--- src/rtl/spi_frame_tx.sv ---
// rtl/spi_frame_tx.sv - SPI slave streaming fixed header+payload frames from a write FIFO
module spi_frame_tx #(
  parameter int WORD_W      = 16,
  parameter int FRAME_WORDS = 8,
  parameter int FIFO_DEPTH  = 16,
  parameter int LED_W       = 16
) (
  input  logic                          clk,
  input  logic                          rst,
  input  logic                          spi_sclk,
  input  logic                          spi_mosi,
  input  logic                          spi_cs_n,
  output logic                          spi_miso,
  input  logic [WORD_W-1:0]             in_data,
  input  logic                          in_valid,
  output logic                          in_ready,
  input  logic                          sync,
  output logic [1:0]                    width,
  output logic [$clog2(FIFO_DEPTH):0]   fifo_level,
  output logic                          rx_frame_reset,
  output logic                          is_transmitting
);

  localparam int AW = $clog2(FIFO_DEPTH);
  localparam int LW = AW + 1;
  localparam int CW = $clog2(WORD_W + 1);
  localparam int IW = (FRAME_WORDS > 1) ? $clog2(FRAME_WORDS) : 1;

  typedef enum logic {ST_HDR, ST_WORD} tx_state_t;

  // Synchronisers: [1] is the synchronised level, [2] the previous level
  logic [2:0] sclk_q, mosi_q, csn_q;
  logic       sclk_rise, sclk_fall;
  logic       cs_active;

  always_ff @(posedge clk) begin
    if (rst) begin
      sclk_q    <= 3'b000;
      mosi_q    <= 3'b000;
      csn_q     <= 3'b111;
      sclk_rise <= 1'b0;
      sclk_fall <= 1'b0;
    end else begin
      sclk_q    <= {sclk_q[1:0], spi_sclk};
      mosi_q    <= {mosi_q[1:0], spi_mosi};
      csn_q     <= {csn_q[1:0], spi_cs_n};
      sclk_rise <= sclk_q[1] & ~sclk_q[2];
      sclk_fall <= ~sclk_q[1] & sclk_q[2];
    end
  end

  assign cs_active = ~csn_q[2];

  // Write FIFO
  logic [WORD_W-1:0] mem [FIFO_DEPTH];
  logic [AW-1:0]     wptr, rptr;
  logic              push, pop;
  logic [WORD_W-1:0] fifo_rd;

  assign in_ready = (fifo_level != LW'(FIFO_DEPTH)) | pop;
  assign push     = in_valid & in_ready;
  assign fifo_rd  = mem[rptr];

  always_ff @(posedge clk) begin
    if (push) mem[wptr] <= in_data;
  end

  always_ff @(posedge clk) begin
    if (rst) begin
      wptr       <= '0;
      rptr       <= '0;
      fifo_level <= '0;
    end else begin
      if (push) wptr <= wptr + AW'(1);
      if (pop)  rptr <= rptr + AW'(1);
      unique case ({push, pop})
        2'b10:   fifo_level <= fifo_level + LW'(1);
        2'b01:   fifo_level <= fifo_level - LW'(1);
        default: fifo_level <= fifo_level;
      endcase
    end
  end

  // Command receiver
  logic [7:0] rx_sr, rx_new;
  logic [2:0] rx_bitcnt;
  logic       restart;

  assign rx_new = {rx_sr[6:0], mosi_q[2]};

  always_ff @(posedge clk) begin
    if (rst) begin
      rx_sr          <= '0;
      rx_bitcnt      <= '0;
      rx_frame_reset <= 1'b0;
      width          <= 2'd3;
      restart        <= 1'b0;
    end else begin
      rx_frame_reset <= 1'b0;
      if (!cs_active) begin
        rx_bitcnt <= '0;
        restart   <= 1'b0;
      end else begin
        if (sclk_rise && restart) restart <= 1'b0;
        if (sclk_fall) begin
          rx_sr <= rx_new;
          if (rx_new == 8'hA5) begin
            rx_bitcnt      <= '0;
            rx_frame_reset <= 1'b1;
          end else begin
            rx_bitcnt <= rx_bitcnt + 3'd1;
            if (rx_bitcnt == 3'd7 && (rx_new & 8'hF1) == 8'hA0) begin
              width   <= rx_new[3:2];
              restart <= 1'b1;
            end
          end
        end
      end
    end
  end

  // Transmitter: tx_sr holds the current item with the next bit at the MSB
  tx_state_t         state, state_n;
  logic [WORD_W-1:0] tx_sr, sr_n, hdr_vec;
  logic [CW-1:0]     bits_left, bits_n;
  logic [IW-1:0]     word_idx, widx_n;
  logic              frame_real, real_n, miso_n;
  logic              hdr_real;
  logic [7:0]        hdr_byte;

  function automatic logic [WORD_W-1:0] swap_bytes(input logic [WORD_W-1:0] w);
    logic [WORD_W-1:0] r;
    for (int k = 0; k < WORD_W / 8; k++) r[WORD_W-1-8*k -: 8] = w[8*k +: 8];
    return r;
  endfunction

  assign hdr_real = fifo_level >= LW'(FRAME_WORDS);
  assign hdr_byte = {~hdr_real, 4'b0000, width, sync};
  assign hdr_vec  = WORD_W'(hdr_byte) << (WORD_W - 8);

  always_comb begin
    state_n = state;
    sr_n    = tx_sr;
    bits_n  = bits_left;
    widx_n  = word_idx;
    real_n  = frame_real;
    miso_n  = spi_miso;
    pop     = 1'b0;
    if (!cs_active) begin
      state_n = ST_HDR;
      sr_n    = hdr_vec;
      bits_n  = CW'(8);
      widx_n  = '0;
      real_n  = hdr_real;
      miso_n  = 1'b0;
    end else if (sclk_rise) begin
      if (restart) begin
        // The fresh header goes out on this very edge
        state_n = ST_HDR;
        miso_n  = hdr_byte[7];
        sr_n    = hdr_vec << 1;
        bits_n  = CW'(7);
        widx_n  = '0;
        real_n  = hdr_real;
      end else begin
        miso_n = tx_sr[WORD_W-1];
        if (bits_left == CW'(1)) begin
          if (state == ST_HDR || word_idx != IW'(FRAME_WORDS - 1)) begin
            state_n = ST_WORD;
            widx_n  = (state == ST_HDR) ? '0 : word_idx + IW'(1);
            sr_n    = frame_real ? swap_bytes(fifo_rd) : '0;
            pop     = frame_real;
            bits_n  = CW'(WORD_W);
          end else begin
            state_n = ST_HDR;
            sr_n    = hdr_vec;
            bits_n  = CW'(8);
            widx_n  = '0;
            real_n  = hdr_real;
          end
        end else begin
          sr_n   = tx_sr << 1;
          bits_n = bits_left - CW'(1);
        end
      end
    end
  end

  always_ff @(posedge clk) begin
    if (rst) begin
      state      <= ST_HDR;
      tx_sr      <= WORD_W'(8'h86) << (WORD_W - 8);
      bits_left  <= CW'(8);
      word_idx   <= '0;
      frame_real <= 1'b0;
      spi_miso   <= 1'b0;
    end else begin
      state      <= state_n;
      tx_sr      <= sr_n;
      bits_left  <= bits_n;
      word_idx   <= widx_n;
      frame_real <= real_n;
      spi_miso   <= miso_n;
    end
  end

  // Activity LED stretch
  logic [LED_W-1:0] led_cnt;

  always_ff @(posedge clk) begin
    if (rst)                          led_cnt <= '0;
    else if (frame_real && cs_active) led_cnt <= '1;
    else if (led_cnt != '0)           led_cnt <= led_cnt - LED_W'(1);
  end

  assign is_transmitting = (led_cnt != '0);

endmodule

--- config.mk ---
export PLATFORM = sky130hd
export DESIGN_NAME = spi_frame_tx
export DESIGN_NICKNAME = d
export VERILOG_FILES = /design/src/rtl/spi_frame_tx.sv
export SDC_FILE = /design/constraint.sdc
export NUM_CORES = 1
export LEC_CHECK = 0
export CAP_MARGIN = 20
export CORE_MARGIN = 1.5
export CORE_UTILIZATION = 35
export CTS_CLUSTER_SIZE = 40
export DETAILED_ROUTE_END_ITERATION = 16
export PLACE_DENSITY = 0.62
export RECOVER_POWER = 100
export SLEW_MARGIN = 30
export SYNTH_ARGS = -nofsm -noshare
export SYNTH_HDL_FRONTEND = slang
export SYNTH_SLANG_ARGS = --single-unit
--- constraint.sdc ---
create_clock -name clk -period 3.1 [get_ports clk]
set_input_delay 0.31 -clock clk [delete_from_list [all_inputs] [get_ports clk]]
set_output_delay 0.31 -clock clk [all_outputs]
set_load 0.02 [all_outputs]
==> qor.txt, run 1 <==
CTS buffer count -> 37
DRT Pass-1 Iters -> 4
Top post-synthesis cells by count -> edfxtp_1, dfxtp_1, mux4_2, nand2_1, nor2_1
Port Buf Inserts -> 33
Netlist cell types -> 66
Grt met2 use -> 24.7%
Crit path time final -> 2910 ps
Hold Path Depth -> 2
Fillers -> 3559
CTS Root Cell -> clkbuf_16
Lkg Pwr -> 5.00 nW
Fin worst setup slack -> 189 ps
Bufs on Longest Clock Path -> 3
Slew margin rel. -> 1.39%
Mapped Area -> 13600 µm²
Clk Latency, worst-skew pair -> 530 ps
Area leader, netlist -> edfxtp_1
# DRC -> 0
Initial cell density of the core -> 35.3%
Avg Inst Size Synth -> 15.9 µm²
CTS tree -> yes
Syn nets -> 895
Post-CTS Setup Inserts -> 0
Die ar. -> 40100 µm²
Power Dens Cells -> 657 nW/µm²
Outcome -> complete, no violations
Die height -> 200 µm
Total power -> 10.4 mW
Most common cell in the synthesized netlist -> edfxtp_1
Gpl congestion -> 0.784
Crit Path Class -> register to register
Crit path launch type -> register
Multi-input logic area -> 3970 µm²
Dpl ws -> 208 ps
First-pass GRT wire length -> 47300 µm
Worst-path clk slew -> 60 ps
Mapped Cells -> 856
Antenna Nets Post-Route -> 0
Fin Setup TNS -> 0 ps
CTS Sinks -> 341
Die span in x -> 200 µm
GR met1 Demand/Resource -> 21.1%
GR Util All Layers -> 15.3%
Synth Warn # -> 0
Routed WL -> 30200 µm
CP Max Fanout -> 13
Primary FF master, synth -> edfxtp_1
# setup viols final -> 0
Via density -> 5.20
Placed instance area -> 14800 µm²
H-tree levels -> 2
Net count, final -> 957
Min-Delay Path Class -> primary input to register
R2R depth -> 9
Max IR drop VDD -> 0.381 mV
Worst-Margin Slew -> 1480 ps
Synth area leaders -> edfxtp_1, dfxtp_1, mux4_2
M3 GR Usage -> 3.22%
Vias post-DR -> 7625
Final Instance Area -> 15900 µm²
FMAX -> 344 MHz
P&R area growth vs syn -> 16.7%
Post-route insts no fill -> 1465
Largest net degree at the start of global routing -> 37
Post-DP HPWL -> 19500 µm
Storage element area -> 9390 µm²
Register area share after synthesis -> 68.9%
Global route hottest layer -> met2
Flops & latches, synth -> 341
Num ports -> 34
Max-cap viol count -> 0
Drt initial violations -> 556
Post-synth EDFFs -> 256
Vias in the first global route -> 7923
CP arrival -> 3140 ps
Critical Path Sink Type -> register
Slew Viols, Final -> 0
Global route overflow -> 0
Fin. Hold Viols -> 0
Layout cell share with drive strength beyond 1 -> 19.7%
Tcrit/Tclk final -> 93.9%
# diodes -> 0
Number of placed instances, taps included -> 1397
WL per Instance -> 20.6 µm
Clock skew -> 24.5 ps
Initial antenna violation count -> 0
Hold_buf cts -> 0
RSZ-0062 raised after global routing -> yes
Std cell rows -> 72
Crit path required time -> 3330 ps
Total core area -> 38600 µm²
Synth top area share -> 56.4%
Post-synth ARST share -> 0%
-- stage by stage --
| step | hold WS (ps) | utilization [%] |
|---|---|---|
| after floorplan | 383 | - |
| after global placement | 405 | 38.3 |
| after detailed placement | 400 | 38.3 |
| after CTS | 152 | 41.4 |
| after global routing | 185 | 41.2 |
| final | 178 | 41.2 |
-- path summary, 6_finish.rpt --
check                                               start                     to  slack, ps
worst max-delay path            bits_left[1]$_SDFFE_PP0P_  mem[13][11]$_DFFE_PP_        190
worst min-delay path                                  rst   mosi_q[2]$_SDFF_PP0_        180
worst max register to register  bits_left[1]$_SDFFE_PP0P_  mem[13][11]$_DFFE_PP_        190
worst min register to register       sclk_q[2]$_SDFF_PP0_   sclk_rise$_SDFF_PP0_        400
-- cells in the final DEF (no fill, tap or decap), drive strengths merged, types with 13 or more instances in the layout --
master / n
nand3: 20
ha: 15
clkbuf: 74
dlygate4sd3: 26
nand2: 45
dfxtp: 85
xnor2: 13
inv: 20
nor2b: 14
buf: 23
a211oi: 19
edfxtp: 256
mux4: 62
a21oi: 42
nor2: 43
-- per-layer routing --
metal | wire length, µm | up-vias
met5 | 0 | -
met4 | 451 | 0
met3 | 1600 | 34
met2 | 14500 | 181
met1 | 13700 | 3924
li1 | - | 3486
-- final cells by class --
type	instances	area share, %
Tap cell	518	4.08
Sequential cell	341	59.1
Inverter	18	0.425
Clock buffer	54	6.37
Multi-Input combinational cell	446	25.0
Clock inverter	14	1.22
Timing Repair Buffer	74	3.85
-- logic make-up after synthesis --
logic type	synth area share (%)
flops	68.9
fa+ha+maj	1.52
mux	11.6
xor+xnor	1.09
compound gates	6.96
simple gates	7.43
buf+inv	2.43
-- flip-flops by register name, summed over array words and instances, names as in the netlist, named ones only --
signal / cells
bits_left: 5
word_idx: 3
state: 1
mem: 256
fifo_level: 5
rx_sr: 7
csn_q: 3
width: 2
frame_real: 1
sclk_q: 3
sclk_fall: 1
rptr: 4
mosi_q: 3
spi_miso: 1
rx_frame_reset: 1
led_cnt: 16
rx_bitcnt: 3
tx_sr: 16
sclk_rise: 1
restart: 1
wptr: 4
-- critical path, stage by stage (launching register included) --
cell,delay [ps]
dfxtp_1,310
inv_1,110
ha_1,210
nor4b_2,270
buf_4,230
nand4_2,220
a31oi_2,430
nand2_1,280
nor2_2,350
buf_12,210
-- report_power, final --
group	internal [mW]	switching [mW]	total, mW
Sequential	5.04	0.0982	5.14
Combinational	0.389	0.527	0.916
Clock	2.63	1.76	4.39
Total	8.06	2.39	10.4
-- timing repair --
action / 4_1_cts / 5_1_grt
setup endpoints to repair: 0 / 17
endpoints found under the hold margin: 0 / 0
resized for setup: 0 / 2
Note: power is estimated with default switching activity, not from simulation.
==> run 2, diff against run 1 <==
--- a/config.mk
+++ b/config.mk
@@ -10,7 +10,7 @@
 export CORE_UTILIZATION = 35
 export CTS_CLUSTER_SIZE = 40
 export DETAILED_ROUTE_END_ITERATION = 16
-export PLACE_DENSITY = 0.62
+export PLACE_DENSITY = 0.6
 export RECOVER_POWER = 100
 export SLEW_MARGIN = 30
 export SYNTH_ARGS = -nofsm -noshare
==> constraint.sdc (replaced) <==
create_clock -name clk -period 3.6 [get_ports clk]
set_input_delay 0.36 -clock clk [delete_from_list [all_inputs] [get_ports clk]]
set_output_delay 0.36 -clock clk [all_outputs]
set_load 0.02 [all_outputs]
==> run 2 against run 1 <==
  * Worst hold slack gained 190 ps
  * The flow now finishes with violations (capacitance limit, slew limit)
  * Cell count decreased by 0.41%
  * Largest power group unchanged
  * Critical path depth is 2 lower
  * Die area stayed put
  * Flip-flop and latch count unchanged
  * Critical path type is now register to output pin
  * Combinational power decreased by 16%
  * Via count is 0.52% lower
  * Clock skew is 7.3 ps lower
==> qor.txt, run 2 (same netlist as run 1, synthesis figures left out) <==
Final hold slack -> 366 ps
CP peak stage delay -> 680 ps
Worst-Margin Slew -> 1700 ps
Drt initial violations -> 516
Largest net degree at the start of global routing -> 40
Gpl congestion -> 0.772
Net count, final -> 953
CTS buffer count -> 37
Fin worst setup slack -> 399 ps
Slew margin rel. -> -13.1%
First-pass GRT wire length -> 45300 µm
Fin. Hold Viols -> 0
CTS tree -> yes
Min-Delay Path Class -> primary input to register
Crit path required time -> 3240 ps
Max IR drop VDD -> 0.312 mV
Dpl ws -> 728 ps
Worst-path clk slew -> 60 ps
CP arrival -> 2840 ps
Placed instance area -> 14700 µm²
Most flops, register -> mem
Initial cell density of the core -> 35.3%
Total core area -> 38600 µm²
Port Buf Inserts -> 33
Hold Startpoint -> rst
DRT Pass-1 Iters -> 5
GR Util All Layers -> 14.6%
RSZ-0062 raised after global routing -> no
H-tree levels -> 2
Layout cell share with drive strength beyond 1 -> 18.3%
Critical Path Sink Type -> output pin
Power Dens Cells -> 565 nW/µm²
CP max stage cell -> dlygate4sd3_1
Die height -> 200 µm
Post-cts resize count -> 0
Failing checks -> capacitance limit, slew limit
R2R depth -> 13
FMAX -> 312 MHz
Hold Path Depth -> 2
WL per Instance -> 19.9 µm
Clock skew -> 17.3 ps
Outcome -> complete, but fails checks
CTS Root Cell -> clkbuf_16
Tcrit/Tclk final -> 88.9%
Max-cap viol count -> 1
Die span in x -> 200 µm
Regs by FF count -> mem (256), led_cnt (16), tx_sr (16)
Via density -> 5.20
Hold path endpoint -> wptr[2]$_SDFFE_PP0P_
# setup viols final -> 0
Global route overflow -> 0
CTS Sinks -> 341
Flop2flop setup slack -> 510 ps
Clk Latency, worst-skew pair -> 540 ps
Slew Viols, Final -> 40
Std cell rows -> 72
Hold_buf cts -> 0
Critical R2R Launch -> bits_left[1]$_SDFFE_PP0P_
Post-CTS Setup Inserts -> 0
Routed WL -> 29000 µm
Number of flip-flops in the largest register -> 256
Bufs on Longest Clock Path -> 3
Post-DP HPWL -> 19100 µm
# DRC -> 0
Worst flop-to-flop path endpoint -> fifo_level[4]$_SDFFE_PP0P_
Fin Setup TNS -> 0 ps
# diodes -> 0
Crit path launch type -> register
Vias post-DR -> 7585
Lkg Pwr -> 4.97 nW
Critical-path cell list -> inv_1 > ha_1 > nor4b_1 > buf_4 > nand4_2 > nand3_1 > dlygate4sd3_1
Num ports -> 34
Die ar. -> 40100 µm²
Commonest non-fill, non-tap cell in the layout -> edfxtp_1
Crit path time final -> 3200 ps
Antenna Nets Post-Route -> 0
CP Max Fanout -> 10
P&R area growth vs syn -> 15.9%
Most frequent cells in the layout -> edfxtp_1, dfxtp_1, mux4_2, nand2_1, a21oi_1
Vias in the first global route -> 7605
Initial antenna violation count -> 0
Final Instance Area -> 15800 µm²
Crit Path Class -> register to output pin
## run 2: cell types whose count changed in the layout (fill, tap and decap cells not counted), sizes merged
cell / previous run / this run
buf: 23 / 19
bufinv: 4 / 2
clkinv: 8 / 13
inv: 20 / 18
clkbuf: 74 / 70
dlygate4sd3: 26 / 27
## run 2: through the flow
stage               utilization (%)  std cells  power [mW]
floorplan                         -        856        5.07
global placement               38.0       1392        5.28
detailed placement             38.0       1392        5.29
CTS                            41.2       1458        9.01
global route                   40.9       1459        9.27
finish                         40.9       1459        8.91
## run 2: power by group
| group | internal [mW] | switching [mW] | leakage [nW] | total (mW) |
|---|---|---|---|---|
| clock network | 2.17 | 1.55 | 0.587 | 3.72 |
| logic | 0.331 | 0.439 | 1.38 | 0.769 |
| registers | 4.34 | 0.0825 | 3.00 | 4.43 |
| total | 6.84 | 2.07 | 4.97 | 8.91 |
## run 2: worst max-delay path, delay by kind of cell, from the launching register on
family / cells / cell delay [ps]
flip-flops: 1 / 310
adder cells (fa/ha/maj): 1 / 210
buffers and inverters: 3 / 1030
AND/OR/NAND/NOR: 3 / 750
## run 2: routing by layer
metal / vias up / part of all wire [%] / global-route usage (%)
met3: 45 / 4.8 / 2.57
met2: 180 / 47 / 22.9
met4: 0 / 2.0 / 4.14
met5: - / 0 / 0
li1: 3481 / - / -
met1: 3879 / 46 / 20.9
## run 2: how the worst max path moves through the flow
stage | start | to | slack [ps] | cells after the start
floorplan | bits_left[1]$_SDFFE_PP0P_ | mem[0][0]$_DFFE_PP_ | 450 | 8
global placement | word_idx[0]$_SDFFE_PP0P_ | fifo_level[4]$_SDFFE_PP0P_ | 750 | 13
global route | bits_left[1]$_SDFFE_PP0P_ | mem[1][14]$_DFFE_PP_ | 210 | 9
finish | bits_left[1]$_SDFFE_PP0P_ | in_ready | 400 | 7
CTS | bits_left[1]$_SDFFE_PP0P_ | in_ready | 530 | 7
detailed placement | word_idx[0]$_SDFFE_PP0P_ | mem[15][11]$_DFFE_PP_ | 730 | 6
## run 2: cell type report
type,count,area [µm²]
Fill cell,3550,22800
Sequential cell,341,9390
Multi-Input combinational cell,446,3920
Clock buffer,51,1030
Tap cell,518,648
Timing Repair Buffer,70,559
Clock inverter,15,171
Inverter,18,67.6
==> run 3, diff against run 2 <==
--- a/config.mk
+++ b/config.mk
@@ -5,12 +5,13 @@
 export SDC_FILE = /design/constraint.sdc
 export NUM_CORES = 1
 export LEC_CHECK = 0
-export CAP_MARGIN = 20
+export ABC_AREA = 0
 export CORE_MARGIN = 1.5
 export CORE_UTILIZATION = 35
 export CTS_CLUSTER_SIZE = 40
 export DETAILED_ROUTE_END_ITERATION = 16
-export PLACE_DENSITY = 0.6
+export DONT_BUFFER_PORTS = 1
+export PLACE_DENSITY = 0.59
 export RECOVER_POWER = 100
 export SLEW_MARGIN = 30
 export SYNTH_ARGS = -nofsm -noshare
==> run 3 against run 2 <==
  * The run now ends clean
  * Global-route usage grew 0.60 points
  * Final area shrank 0.31%
  * Register-to-register slack lost 20 ps
  * Flip-flop and latch count is the same
  * Fmax grew 3.0%
  * Combinational power shrank 3.4%
  * Clock-buffer cell count shrank 8
  * Sequential power is essentially flat
  * First-iteration DRC count grew 8.1%
  * Critical endpoint is now mem[7][8]$_DFFE_PP_
  * Largest power group unchanged
==> qor.txt, run 3 (same netlist as run 1, synthesis figures left out) <==
Outcome -> complete, no violations
Die ar. -> 40100 µm²
Vias in the first global route -> 7620
Worst-path clk slew -> 60 ps
Post-cts resize count -> 0
Drt initial violations -> 558
Slew margin rel. -> 0.654%
Crit path required time -> 3760 ps
Port Buf Inserts -> 0
CTS buffer count -> 36
Met3 WL -> 1690 µm
Max-cap viol count -> 0
Initial antenna violation count -> 1
Die height -> 200 µm
CP arrival -> 3260 ps
Min-Delay Path Class -> primary input to register
CTS Root Cell -> clkbuf_16
Fin. Hold Viols -> 0
Clk pwr share -> 42.9%
Crit path time final -> 3110 ps
NetSw -> 2.05 mW
GR Util All Layers -> 15.2%
Clk Latency, worst-skew pair -> 540 ps
# DRC -> 0
Crit path launch type -> register
Critical-path cell list -> inv_1 > ha_1 > nor4b_1 > and4_1 > o211ai_1 > clkbuf_1 > nor2_2
Net count, final -> 934
RSZ-0062 raised after global routing -> no
Most flops, register -> mem
Regs by FF count -> mem (256), led_cnt (16), tx_sr (16)
Crit Path Class -> register to register
Max IR drop VDD -> 0.397 mV
Number of placed instances, taps included -> 1354
Power Dens Cells -> 576 nW/µm²
Clock skew -> 27.9 ps
Commonest non-fill, non-tap cell in the layout -> edfxtp_1
Net Sw Frac -> 22.7%
CTS Sinks -> 341
Top routing layer used -> met4
Die span in x -> 200 µm
Slew Viols, Final -> 0
Post-DP HPWL -> 19200 µm
Most frequent cells in the layout -> edfxtp_1, dfxtp_1, mux4_2, nand2_1, a21oi_1
Vias post-DR -> 7488
Crit-path leading delay family -> simple AND/OR/NAND/NOR gates
Worst-Margin Slew -> 1490 ps
Final hold slack -> 29.6 ps
Hold_buf cts -> 20
CTS tree -> yes
Initial cell density of the core -> 35.3%
Dpl ws -> 515 ps
DRT Pass-1 Iters -> 5
Hold Path Depth -> 2
Antenna Nets Post-Route -> 0
WP buf/inv -> 2
Largest net degree at the start of global routing -> 53
Std cell rows -> 72
Number of flip-flops in the largest register -> 256
Gpl congestion -> 0.804
Tcrit/Tclk final -> 86.3%
Routed WL -> 30000 µm
Post-CTS Setup Inserts -> 0
H-tree levels -> 2
R2R depth -> 7
Post-route insts no fill -> 1442
First-pass GRT wire length -> 46700 µm
Num ports -> 34
Critical Path Sink Type -> register
CP peak stage delay -> 760 ps
Global route overflow -> 0
Combinational Power Share -> 8.2%
Worst path depth -> 7
CP Max Fanout -> 16
FMAX -> 322 MHz
Via density -> 5.19
# setup viols final -> 0
Fin worst setup slack -> 493 ps
P&R area growth vs syn -> 15.5%
Lkg Pwr -> 4.94 nW
Total core area -> 38600 µm²
Fin Setup TNS -> 0 ps
Fin util -> 40.8%
WL per Instance -> 20.8 µm
Met2 Routed Length -> 14500 µm
CP max stage cell -> nor2_2
Metal-1 WL -> 13000 µm
Bufs on Longest Clock Path -> 3
Register share of total power -> 48.9%
Pint -> 7.01 mW
Layout cell share with drive strength beyond 1 -> 19.4%
## run 3: cell count changes in the layout (fill, tap and decap cells not counted), moves of 5 or more
cell,previous run,this run
clkbuf_1,19,9
dlygate4sd3_1,27,19
clkbuf_2,11,4
buf_4,18,23
clkdlybuf4s50_1,5,0
nor2_1,36,31
nor2_2,7,12
## run 3: metrics by stage
stage	power, mW	cell area [µm²]
5_1_grt	9.42	15700
4_1_cts	9.19	15800
3_3_place_gp	5.19	14300
6_report	9.06	15700
2_1_floorplan	5.07	13600
3_5_place_dp	5.20	14300
## run 3: worst register-to-register path, stage by stage (launching register included)
cell      delay (ps)
dfxtp_1          310
inv_1            110
ha_1             220
nor4b_1          370
and4_1           450
o211ai_1         290
clkbuf_1         240
nor2_2           760
## run 3: final timing paths
path	end	slack [ps]	startpoint
max reg2reg	mem[7][8]$_DFFE_PP_	490	bits_left[1]$_SDFFE_PP0P_
min reg2reg	csn_q[2]$_SDFF_PP1_	440	csn_q[1]$_SDFF_PP1_
max	mem[7][8]$_DFFE_PP_	490	bits_left[1]$_SDFFE_PP0P_
min	bits_left[3]$_SDFFE_PP1P_	30	rst
## run 3: power groups by stage
stage | registers [mW] | clock network, mW | logic (mW)
after global placement | 4.51 | 0 | 0.678
after global routing | 4.44 | 4.14 | 0.845
after CTS | 4.43 | 3.99 | 0.767
final | 4.43 | 3.89 | 0.743
after floorplan | 4.49 | 0 | 0.582
after detailed placement | 4.51 | 0 | 0.690
## run 3: area by class of cell
cell class | instances | area (µm²)
flip-flops and latches | 341 | 9390
well taps | 518 | 648
diodes | 1 | 2.50
fillers | 3565 | 22800
clock inverters | 23 | 300
repair buffers | 52 | 438
multi-input cells | 446 | 3920
clock buffers | 43 | 958
inverters | 18 | 67.6
## run 3: routing by layer
layer	track usage, %	vias up
met2	24.4	182
met5	0	-
met1	20.1	3797
li1	-	3454
met4	5.48	0
met3	3.66	55
